### src/rtl/pulse_gen.sv
`default_nettype none
// ============================================================================
// Module      : pulse_gen
// Description : Programmable pulse generator (continuous / one-shot / burst)
//               with start/stop control, done strobe and saturating count.
//               Optional start delay enabled by macro PULSE_GEN_PHASE_EN.
// Revision    : 1.0  initial release
// ============================================================================
module pulse_gen #(
  parameter int WIDTH  = 8,
  parameter int CWIDTH = 4
) (
  input  logic              clock,
  input  logic              reset,
  input  logic              start,
  input  logic              stop,
  input  logic [1:0]        mode,
  input  logic [WIDTH-1:0]  high_len,
  input  logic [WIDTH-1:0]  low_len,
`ifdef PULSE_GEN_PHASE_EN
  input  logic [WIDTH-1:0]  phase_len,
`endif
  input  logic [CWIDTH-1:0] burst_len,
  output logic              signal,
  output logic              busy,
  output logic              done,
  output logic [CWIDTH-1:0] count
);

  typedef enum logic [1:0] {
    ST_IDLE  = 2'd0,
    ST_HIGH  = 2'd1,
    ST_LOW   = 2'd2,
    ST_DELAY = 2'd3
  } state_t;

  localparam logic [1:0]        c_mode_burst = 2'b10;
  localparam logic [WIDTH-1:0]  c_len_one    = WIDTH'(1);
  localparam logic [CWIDTH-1:0] c_count_one  = CWIDTH'(1);
  localparam logic [CWIDTH-1:0] c_count_max  = '1;

  state_t            r_state;
  state_t            w_state_nxt;
  logic [WIDTH-1:0]  r_phase_cnt;
  logic [WIDTH-1:0]  w_phase_cnt_nxt;
  logic [CWIDTH-1:0] r_count;
  logic [CWIDTH-1:0] w_count_nxt;
  logic [CWIDTH-1:0] w_count_inc;
  logic              r_done;
  logic              w_done_nxt;
  logic              r_signal;
  logic              r_busy;
  logic              w_load;

  logic [1:0]        r_mode;
  logic [WIDTH-1:0]  r_high_len;
  logic [WIDTH-1:0]  r_low_len;
  logic [CWIDTH-1:0] r_burst_len;
`ifdef PULSE_GEN_PHASE_EN
  logic [WIDTH-1:0]  r_phase_len;
`endif

  logic [WIDTH-1:0]  w_high_eff;
  logic [WIDTH-1:0]  w_low_eff;
  logic              w_oneshot;
  logic              w_burst;

  // Zero-length phases behave as one cycle; counters run 1..len so the
  // all-ones length never needs a wrap.
  assign w_high_eff  = (r_high_len == '0) ? c_len_one : r_high_len;
  assign w_low_eff   = (r_low_len  == '0) ? c_len_one : r_low_len;
  assign w_oneshot   = r_mode[0];
  assign w_burst     = (r_mode == c_mode_burst);
  assign w_count_inc = (r_count == c_count_max) ? r_count : r_count + c_count_one;

  always_comb begin
    w_state_nxt     = r_state;
    w_phase_cnt_nxt = r_phase_cnt;
    w_count_nxt     = r_count;
    w_done_nxt      = 1'b0;
    w_load          = 1'b0;
    case (r_state)
      ST_IDLE: begin
        if (start) begin
          w_load = 1'b1;
          if ((mode == c_mode_burst) && (burst_len == '0)) begin
            w_done_nxt  = 1'b1;
            w_count_nxt = '0;
          end
`ifdef PULSE_GEN_PHASE_EN
          else if (phase_len != '0) begin
            w_state_nxt     = ST_DELAY;
            w_phase_cnt_nxt = c_len_one;
            w_count_nxt     = '0;
          end
`endif
          else begin
            w_state_nxt     = ST_HIGH;
            w_phase_cnt_nxt = c_len_one;
            w_count_nxt     = c_count_one;
          end
        end
      end
      ST_HIGH: begin
        if (r_phase_cnt >= w_high_eff) begin
          if (w_oneshot) begin
            w_state_nxt     = ST_IDLE;
            w_phase_cnt_nxt = '0;
            w_done_nxt      = 1'b1;
          end else begin
            w_state_nxt     = ST_LOW;
            w_phase_cnt_nxt = c_len_one;
          end
        end else begin
          w_phase_cnt_nxt = r_phase_cnt + c_len_one;
        end
      end
      ST_LOW: begin
        if (r_phase_cnt >= w_low_eff) begin
          // count never exceeds burst_len in burst mode, so it doubles as
          // the emitted-pulse tally.
          if (w_burst && (r_count >= r_burst_len)) begin
            w_state_nxt     = ST_IDLE;
            w_phase_cnt_nxt = '0;
            w_done_nxt      = 1'b1;
          end else begin
            w_state_nxt     = ST_HIGH;
            w_phase_cnt_nxt = c_len_one;
            w_count_nxt     = w_count_inc;
          end
        end else begin
          w_phase_cnt_nxt = r_phase_cnt + c_len_one;
        end
      end
`ifdef PULSE_GEN_PHASE_EN
      ST_DELAY: begin
        if (r_phase_cnt >= r_phase_len) begin
          w_state_nxt     = ST_HIGH;
          w_phase_cnt_nxt = c_len_one;
          w_count_nxt     = w_count_inc;
        end else begin
          w_phase_cnt_nxt = r_phase_cnt + c_len_one;
        end
      end
`endif
      default: begin
        w_state_nxt     = ST_IDLE;
        w_phase_cnt_nxt = '0;
      end
    endcase

    // Abort overrides everything, including a simultaneous start.
    if (stop) begin
      w_state_nxt     = ST_IDLE;
      w_phase_cnt_nxt = '0;
      w_count_nxt     = r_count;
      w_done_nxt      = 1'b0;
      w_load          = 1'b0;
    end
  end

  always_ff @(posedge clock or negedge reset) begin
    if (!reset) begin
      r_state     <= ST_IDLE;
      r_phase_cnt <= '0;
      r_count     <= '0;
      r_done      <= 1'b0;
      r_signal    <= 1'b0;
      r_busy      <= 1'b0;
      r_mode      <= '0;
      r_high_len  <= '0;
      r_low_len   <= '0;
      r_burst_len <= '0;
`ifdef PULSE_GEN_PHASE_EN
      r_phase_len <= '0;
`endif
    end else begin
      r_state     <= w_state_nxt;
      r_phase_cnt <= w_phase_cnt_nxt;
      r_count     <= w_count_nxt;
      r_done      <= w_done_nxt;
      r_signal    <= (w_state_nxt == ST_HIGH);
      r_busy      <= (w_state_nxt != ST_IDLE);
      if (w_load) begin
        r_mode      <= mode;
        r_high_len  <= high_len;
        r_low_len   <= low_len;
        r_burst_len <= burst_len;
`ifdef PULSE_GEN_PHASE_EN
        r_phase_len <= phase_len;
`endif
      end
    end
  end

  assign signal = r_signal;
  assign busy   = r_busy;
  assign done   = r_done;
  assign count  = r_count;

endmodule
`default_nettype wire

### config.mk
export PLATFORM = sky130hd
export DESIGN_NAME = pulse_gen
export DESIGN_NICKNAME = d
export VERILOG_FILES = /design/src/rtl/pulse_gen.sv
export SDC_FILE = /design/constraint.sdc
export NUM_CORES = 1
export LEC_CHECK = 0
export ABC_AREA = 1
export CORE_ASPECT_RATIO = 0.7
export CORE_MARGIN = 4
export CORE_UTILIZATION = 42
export CTS_CLUSTER_SIZE = 28
export DETAILED_ROUTE_END_ITERATION = 6
export GPL_TIMING_DRIVEN = 1
export HOLD_SLACK_MARGIN = 0.15
export SYNTH_ARGS = -nofsm -noshare
export SYNTH_HDL_FRONTEND = slang
export SYNTH_SLANG_ARGS = --single-unit
export TNS_END_PERCENT = 1
### constraint.sdc
create_clock -name clock -period 2.2 [get_ports clock]
set_input_delay 0.22 -clock clock [delete_from_list [all_inputs] [get_ports clock]]
set_output_delay 0.22 -clock clock [all_outputs]
set_load 0.05 [all_outputs]
Word level (Yosys, flattened, before mapping). Cells that the tools add are included.

Flip-flop bits (word level): 39. Bits of input ports: 26. Output and inout port bits: 7. Word-level logic and storage cells: 73.

Add/subtract/negate cells: 2. Magnitude comparators: 3. Equality and inequality tests: 12. Mux-type cells: 35. Bitwise operators: 1. Reduce and logical (&&, ||, !) cells: 10.

Operators with widths (number): $mux W8 (7); $pmux W8 S3 (1); $ge A8 B8 Y1 (2); $logic_not A8 Y1 (2); $mux W4 (4); $mux W1 (14); $mux W2 (6); $add A8 B1 Y8 const B (1); $ne A2 B2 Y1 const B (4); $pmux W4 S2 (1); $eq A2 B2 Y1 const B (3); $ne A3 B3 Y1 const B (2); $pmux W2 S3 (1); $reduce_and A6 Y1 (1); $add A4 B1 Y4 const B (1); $eq A2 B1 Y1 const B (2); $eq A4 B4 Y1 const B (1); $ge A4 B4 Y1 (1); $logic_not A4 Y1 (1); $reduce_bool A2 Y1 (2); $pmux W1 S3 (1); $logic_and A1 B1 Y1 (2); $logic_not A2 Y1 (1); $reduce_and A2 Y1 (1); $not A1 Y1 (1).

Logic depth before layout (Yosys ltp). Gate-level depths: netlist of run 1.

Depth in word-level cells: 7. Mapped depth: 15.

Worst setup path after synthesis of run 1. OpenSTA, ideal clock, no wires.

Kind: register -> register. Start point: reg r_count[2], in the netlist count[2]. End point: reg r_count[0], in the netlist count[0]. Setup time: 77 ps. Arrival: 1794 ps. Data required time: 2123 ps. Slack: 329 ps. Cell stages (with the launch flop): 11. Buffers on the path: 0. Clock period less this slack: 1871 ps. Cells stage by stage: dfrtp_1 > ha_1 > nand2_1 > inv_1 > nand3_1 > nand3_1 > nand2_1 > o21ai_0 > a21oi_4 > nand2_1 > o21ai_1.

Cells in the longest elaborated chain, start to end: 4. Elaborated cells between the ends (all ways): 6. Classes of those cells: 1 x order compare; 3 x eq/ne; 2 x reduce/logical.

Ends and longest elaborated chain: start: declaration (RTL line 46) `logic [CWIDTH-1:0] r_count;`; start signal: assignment (RTL line 180) `r_count <= w_count_nxt;`; $ge A4 B4 Y1 (RTL line 122) `if (w_burst && (r_count >= r_burst_len)) begin`; $logic_and A1 B1 Y1 (RTL line 122); $ne A2 B2 Y1 (no line); $reduce_and A6 Y1 (no line) (*).

Every way passes the cells marked *; elsewhere a longest branch is shown, timed or not. A chain may end at the register's enable or synchronous reset.

Final worst setup path of run 1.
Start point: reg r_high_len[1]. End point: reg r_phase_cnt[7].

Cells in the longest elaborated chain, start to end: 6.

Ends and longest elaborated chain: start: declaration (RTL line 56) `logic [WIDTH-1:0] r_high_len;`; start signal: assignment (RTL line 186) `r_high_len <= high_len;`; $logic_not A8 Y1 (RTL line 70) `assign w_high_eff = (r_high_len == '0) ? c_len_one : r_high_len;`; $mux W8 (*) (RTL line 70); $ge A8 B8 Y1 (*) (RTL line 105) `if (r_phase_cnt >= w_high_eff) begin`; $mux W8 (*) (RTL line 105); $pmux W8 S3 (*) (RTL line 82) `case (r_state)`; $mux W8 (*) (RTL line 153) `if (stop) begin`; end signal: assignment (RTL line 179) `r_phase_cnt <= w_phase_cnt_nxt;`; end: declaration (RTL line 44) `logic [WIDTH-1:0] r_phase_cnt;`.

Marks and branches as above.

==> results.yml, run 1 <==
power_and_ir_drop:
  report.power.total_mw: 1.71
  p_leak_nw: 1.53
  ir_drop_mv: 0.289
  power.density_mw_per_mm2: 592
sta:
  tightest_slew_ps: 864
  fmax_ghz: 0.510
  relSlewSlack: 0.424
  min_period_ps: 1960
  fin_skew_ps: 6.91
  final.setup.worst_slack_ps: 238
  holdWs_ps: 499
  setup_tns_ps: 0
  finalCritPeriodShare: 0.892
  setup_viol: 0
  hold_viol: 0
  finalMaxSlewViolations: 0
  rsz0062_at_grt: "no"
cts:
  cts_tree: "built"
  root_buffer: "clkbuf_8"
  numCtsBuffers: 5
  path_clk_slew_ps: 80
  cts_max_level: 2
  clk_latency_ps: 290
  cts.sinks: 39
  post-cts-setup-buffer-count: 0
  clk_path_buf_depth: 2
worst_setup_path:
  slowest_delay_ps: 390
  critical_path_depth: 14
  arrival_ps: 2170
  cpMostUsedCell: "nand2_1"
  slowest_stage: "dfrtp_1"
  cp_cell_sequence: "nor4_2 -> a41o_1 -> ha_1 -> nand2_1 -> nand3_1 -> nand2_1 -> nand2_1 -> nand2_1 -> nand2_2 -> nor2_1 -> nand2_1 -> nand2_1 -> nand2_1 -> o21ai_0"
  worstPathRequired_ps: 2410
  crit_buf_inv: 0
  startpoint_type: "flop"
  crit_path_start: "r_high_len[1]$_DFFE_PN0P_"
  r2r_start: "r_high_len[1]$_DFFE_PN0P_"
  cp_max_fo: 4
  criticalPathCategory: "reg -> reg"
  cp_top_family: "simple AND/OR/NAND/NOR gates"
  crit_path_end_kind: "flop"
  ff2ff_path_depth: 14
placement:
  portBuffers: 32
  gp_congestion: 0.827
  dp_slack_ps: 211
  dp_hpwl_um: 3850
synthesis:
  yosysWarningCount: 0
  ys_seq_elements: 39
  synth-adder-area-share: 0.116
  yosys.area_share.xor_xnor: 0.0258
  synth_compound_area_frac: 0.103
  syn_area_mm2: 0.00237
  syn_nets: 344
  synthDistinctLibCells: 28
  syn_avg_cell_area_um2: 8.02
  synth_simple_gate_area_frac: 0.231
  synth_top_family_by_area: "simple AND/OR/NAND/NOR gates"
  synthCells: 296
  synth_seq_area_share: 0.411
  synthMuxAreaShare: 0.0158
layout:
  layout_common_cells: "nand2_1, inv_1, dfrtp_1"
  multi_input_area_mm2: 0.00117
  mostFrequentLayoutCell: "nand2_1"
  drive_gt1_frac: 0.0917
  nets: 385
  areaGrowthSynthToFinish_pct: 21.8
  fillCellCount: 540
  regArea_um2: 976
  antennaDiodeCount: 0
flow_run:
  maxCapViolCount: 0
routing:
  drt_iter0_markers: 56
  wl_um: 4890
  drcViolationCount: 0
  drt.antenna.violating_nets: 0
  vias_per_cell: 4.72
  routed-via-count: 1937
  first_pass_iters: 4
  wl_per_cell_um: 11.9
die:
  top_level_ports: 33
  core-area_mm2: 0.00537
  die-area_mm2: 0.00694
  initial_core_util: 0.442
  fp.dieH_um: 70.9
  rows: 22
  die_w_um: 97.9
run_status:
  status: "finished, final reports clean"
grt:
  track_usage: 0.152
  grt_pass1_wl_um: 8670
  grt_overflow_total: 0
  grt_pass1_vias: 1822
  grt_max_degree: 42
  antenna_found_initial: 0
min_path:
  whs_path_depth: 3
  min_from: "low_len[6]"
  min_path_type: "in -> reg"
==> report_power, final <==
| part | switching, mW | internal, mW |
|---|---|---|
| clock | 0.257 | 0.221 |
| sequential | 0.0443 | 0.798 |
| combinational | 0.227 | 0.163 |
| total | 0.529 | 1.18 |
==> cell usage after synthesis, drive strengths merged <==
master	n	area [um^2]
xor2	7	61.3
a21o	1	8.76
o21a	1	7.51
nor2	41	161
nand3	16	80.1
a21oi	26	145
nand2	57	221
nand4	6	50.0
nor4	2	12.5
dfrtp	39	976
nor3	3	15.0
inv	53	199
buf	4	32.5
ha	22	275
nor3b	1	7.51
o21bai	1	7.51
mux2	3	37.5
o21ai	11	55.1
a41o	2	20.0
==> path summary, 6_finish.rpt <==
check | end | slack, ps
min reg2reg | r_burst_len[2]$_DFFE_PN0P_ | 520
max | r_phase_cnt[7]$_DFFE_PN0P_ | 240
min in group asynchronous | count[0]$_DFFE_PN0P_ | 580
min | r_low_len[6]$_DFFE_PN0P_ | 500
max reg2reg | r_phase_cnt[7]$_DFFE_PN0P_ | 240
max in group asynchronous | r_high_len[7]$_DFFE_PN0P_ | 1090
==> cells by family (layout without fill, tap and decap cells) <==
kind of cell               after synthesis  in the layout
AOI/OAI and AO/OA                       42             42
xor gates and xnor gates                 7              7
adders and majority gates               22             22
buffers and inverters                   57             99
DFF                                     39             39
muxes                                    3              3
and+or+nand+nor                        126            126
==> sequential cells by signal, indices dropped and copies added (netlist names), 2 cells and up <==
name and flops:
r_high_len 8, r_low_len 8, r_phase_cnt 8, count 4, r_burst_len 4, r_mode 2
r_state 2
==> worst min-delay path, delay by kind of cell <==
family | cells | cell delay [ps]
buffers and inverters | 1 | 400
AO/OA/AOI/OAI | 1 | 40
AND/OR/NAND/NOR | 1 | 100
==> final cells by class <==
| class | instances | area share |
|---|---|---|
| clock inverters | 3 | 0.00692 |
| inverters | 53 | 0.0688 |
| well taps | 72 | 0.0312 |
| repair buffers | 38 | 0.125 |
| clock buffers | 5 | 0.0238 |
| flip-flops and latches | 39 | 0.338 |
| multi-input cells | 200 | 0.406 |
==> what timing repair did <==
item	CTS	global route
resized for setup	0	3
setup endpoints to repair	0	5
hold buffers	1	0
hold endpoints to repair	39	0
==> per-layer routing <==
layer,vias to the layer above,share of wire,GRT usage,routed length [um]
li1,1025,-,-,-
met1,872,0.57,0.250,2800
met2,38,0.37,0.196,1800
met3,2,0.054,0.0384,263
met4,0,0.0039,0.0276,19
met5,-,0,0,0
==> stage by stage <==
step / cells / utilization / cell area [um^2]
after floorplan: 296 / - / 2370
after global placement: 401 / 0.519 / 2780
after detailed placement: 401 / 0.519 / 2780
after CTS: 410 / 0.537 / 2880
after global routing: 410 / 0.539 / 2890
final: 410 / 0.539 / 2890
Power figures use the tool's default switching activity.
==> inputs of run 2 (changes only) <==
SETUP_SLACK_MARGIN = 0.05   (was default)
SLEW_MARGIN = 20   (was default)
==> results.yml, run 2 (synthesis gave the netlist of run 1 again) <==
run_status:
  status: "finished, final reports clean"
routing:
  drt_iter0_markers: 54
  drcViolationCount: 0
  routed-via-count: 1937
  wl_um: 4890
  vias_per_cell: 4.72
  first_pass_iters: 4
  wl_per_cell_um: 11.9
  drt.antenna.violating_nets: 0
die:
  rows: 22
  top_level_ports: 33
  fp.dieH_um: 70.9
  core-area_mm2: 0.00537
  die_w_um: 97.9
  initial_core_util: 0.442
  die-area_mm2: 0.00694
cts:
  root_buffer: "clkbuf_8"
  path_clk_slew_ps: 80
  cts_tree: "built"
  cts_max_level: 2
  numCtsBuffers: 5
  clk_latency_ps: 290
  clk_path_buf_depth: 2
  cts.sinks: 39
worst_setup_path:
  arrival_ps: 2140
  cp_top_family: "simple AND/OR/NAND/NOR gates"
  startpoint_type: "flop"
  crit_path_end_kind: "flop"
  r2r_start: "r_high_len[1]$_DFFE_PN0P_"
  cp_max_fo: 4
  crit_buf_inv: 0
  slowest_stage: "dfrtp_1"
  worstPathRequired_ps: 2410
  slowest_delay_ps: 390
  cpMostUsedCell: "nand2_1"
  cp_cell_sequence: "nor4_2 -> a41o_1 -> ha_1 -> nand2_1 -> nand3_1 -> nand2_1 -> nand2_1 -> nand2_2 -> nand2_2 -> nor2_1 -> nand2_1 -> nand2_1 -> nand2_1 -> o21ai_0"
  ff2ff_path_depth: 14
  r2r_setup_slack_ps: 270
  worstReg2RegEnd: "r_phase_cnt[7]$_DFFE_PN0P_"
  criticalPathCategory: "reg -> reg"
grt:
  grtUsageMet2: 0.196
  grt_busiest_layer: "met1"
  globalRouteMet1Util: 0.250
  grt_pass1_wl_um: 8670
  grt_overflow_total: 0
  track_usage: 0.152
  grt.met3_usage: 0.0384
  grt_max_degree: 42
  grt_pass1_vias: 1822
  antenna_found_initial: 0
layout:
  drive_gt1_frac: 0.0947
  layout_common_cells: "inv_1, nand2_1, dfrtp_1"
  fillCellCount: 541
  design_area_mm2: 0.00289
  antennaDiodeCount: 0
  utilization: 0.539
  nets: 385
  reg.largest.list: "r_high_len: 8 flops, r_low_len: 8 flops, r_phase_cnt: 8 flops"
  areaGrowthSynthToFinish_pct: 21.9
sta:
  tightest_slew_ps: 862
  fmax_ghz: 0.518
  setup_viol: 0
  rsz0062_at_grt: "no"
  relSlewSlack: 0.425
  min_period_ps: 1930
  setup_tns_ps: 0
  finalMaxSlewViolations: 0
  hold_viol: 0
  fin_skew_ps: 9.67
  holdWs_ps: 496
  finalCritPeriodShare: 0.878
power_and_ir_drop:
  power.density_mw_per_mm2: 592
  ir_drop_mv: 0.289
  p_leak_nw: 1.53
  report.power.total_mw: 1.71
min_path:
  min_path_type: "in -> reg"
  min_to: "r_high_len[5]$_DFFE_PN0P_"
  min_from: "high_len[5]"
  whs_path_depth: 3
flow_run:
  maxCapViolCount: 0
placement:
  gp_congestion: 0.827
  portBuffers: 32
  dpl_cell_area_mm2: 0.00278
  dp_hpwl_um: 3850
[run 2: cell counts in the layout (fill, tap and decap cells not counted)]
No cell type changed its count.
[run 2: area by class of cell]
| type | instances | area [um^2] | area share |
|---|---|---|---|
| Clock inverter | 3 | 20.0 | 0.00692 |
| Sequential cell | 39 | 976 | 0.337 |
| Clock buffer | 5 | 68.8 | 0.0238 |
| Inverter | 53 | 199 | 0.0687 |
| Multi-Input combinational cell | 200 | 1180 | 0.407 |
| Timing Repair Buffer | 38 | 363 | 0.125 |
| Tap cell | 72 | 90.1 | 0.0311 |
[run 2: how the worst max path moves through the flow]
| stage | from | to | slack [ps] | cells past startpoint |
|---|---|---|---|---|
| global placement | r_high_len[1]$_DFFE_PN0P_ | done$_DFF_PN0_ | 230 | 13 |
| CTS | r_high_len[1]$_DFFE_PN0P_ | done$_DFF_PN0_ | 190 | 13 |
| floorplan | count[2]$_DFFE_PN0P_ | count[0]$_DFFE_PN0P_ | 330 | 10 |
| detailed placement | r_high_len[1]$_DFFE_PN0P_ | done$_DFF_PN0_ | 210 | 13 |
| global route | r_high_len[1]$_DFFE_PN0P_ | r_phase_cnt[6]$_DFFE_PN0P_ | 60 | 12 |
| finish | r_high_len[1]$_DFFE_PN0P_ | r_phase_cnt[7]$_DFFE_PN0P_ | 270 | 14 |
[run 2: tightest hold or removal path: stages]
cell and delay [ps]:
clkdlybuf4s50_1 400, nor2_1 100, a21oi_1 40
[run 2: per-stage QoR]
stage	cells	setup slack, ps
6_report	410	268
5_1_grt	410	62.3
4_1_cts	410	188
3_5_place_dp	401	211
3_3_place_gp	401	234
2_1_floorplan	296	329
[run 2: power by group]
part | leakage, nW | switching [mW] | internal (mW)
registers | 0.472 | 0.0440 | 0.798
logic | 1.02 | 0.228 | 0.163
clock network | 0.0402 | 0.259 | 0.221
total | 1.53 | 0.530 | 1.18
[run 2: per-layer routing]
layer,wire length (um),share of wire
met1,2730,0.56
met2,1800,0.37
met3,346,0.071
met4,19,0.0039
met5,0,0
[run 2: what timing repair did]
| action | CTS | global route |
|---|---|---|
| buffers inserted | 0 | 0 |
| resized for setup | 0 | 4 |
| hold endpoints to repair | 39 | 0 |
| hold buffers | 1 | 0 |
| setup endpoints to repair | 0 | 10 |
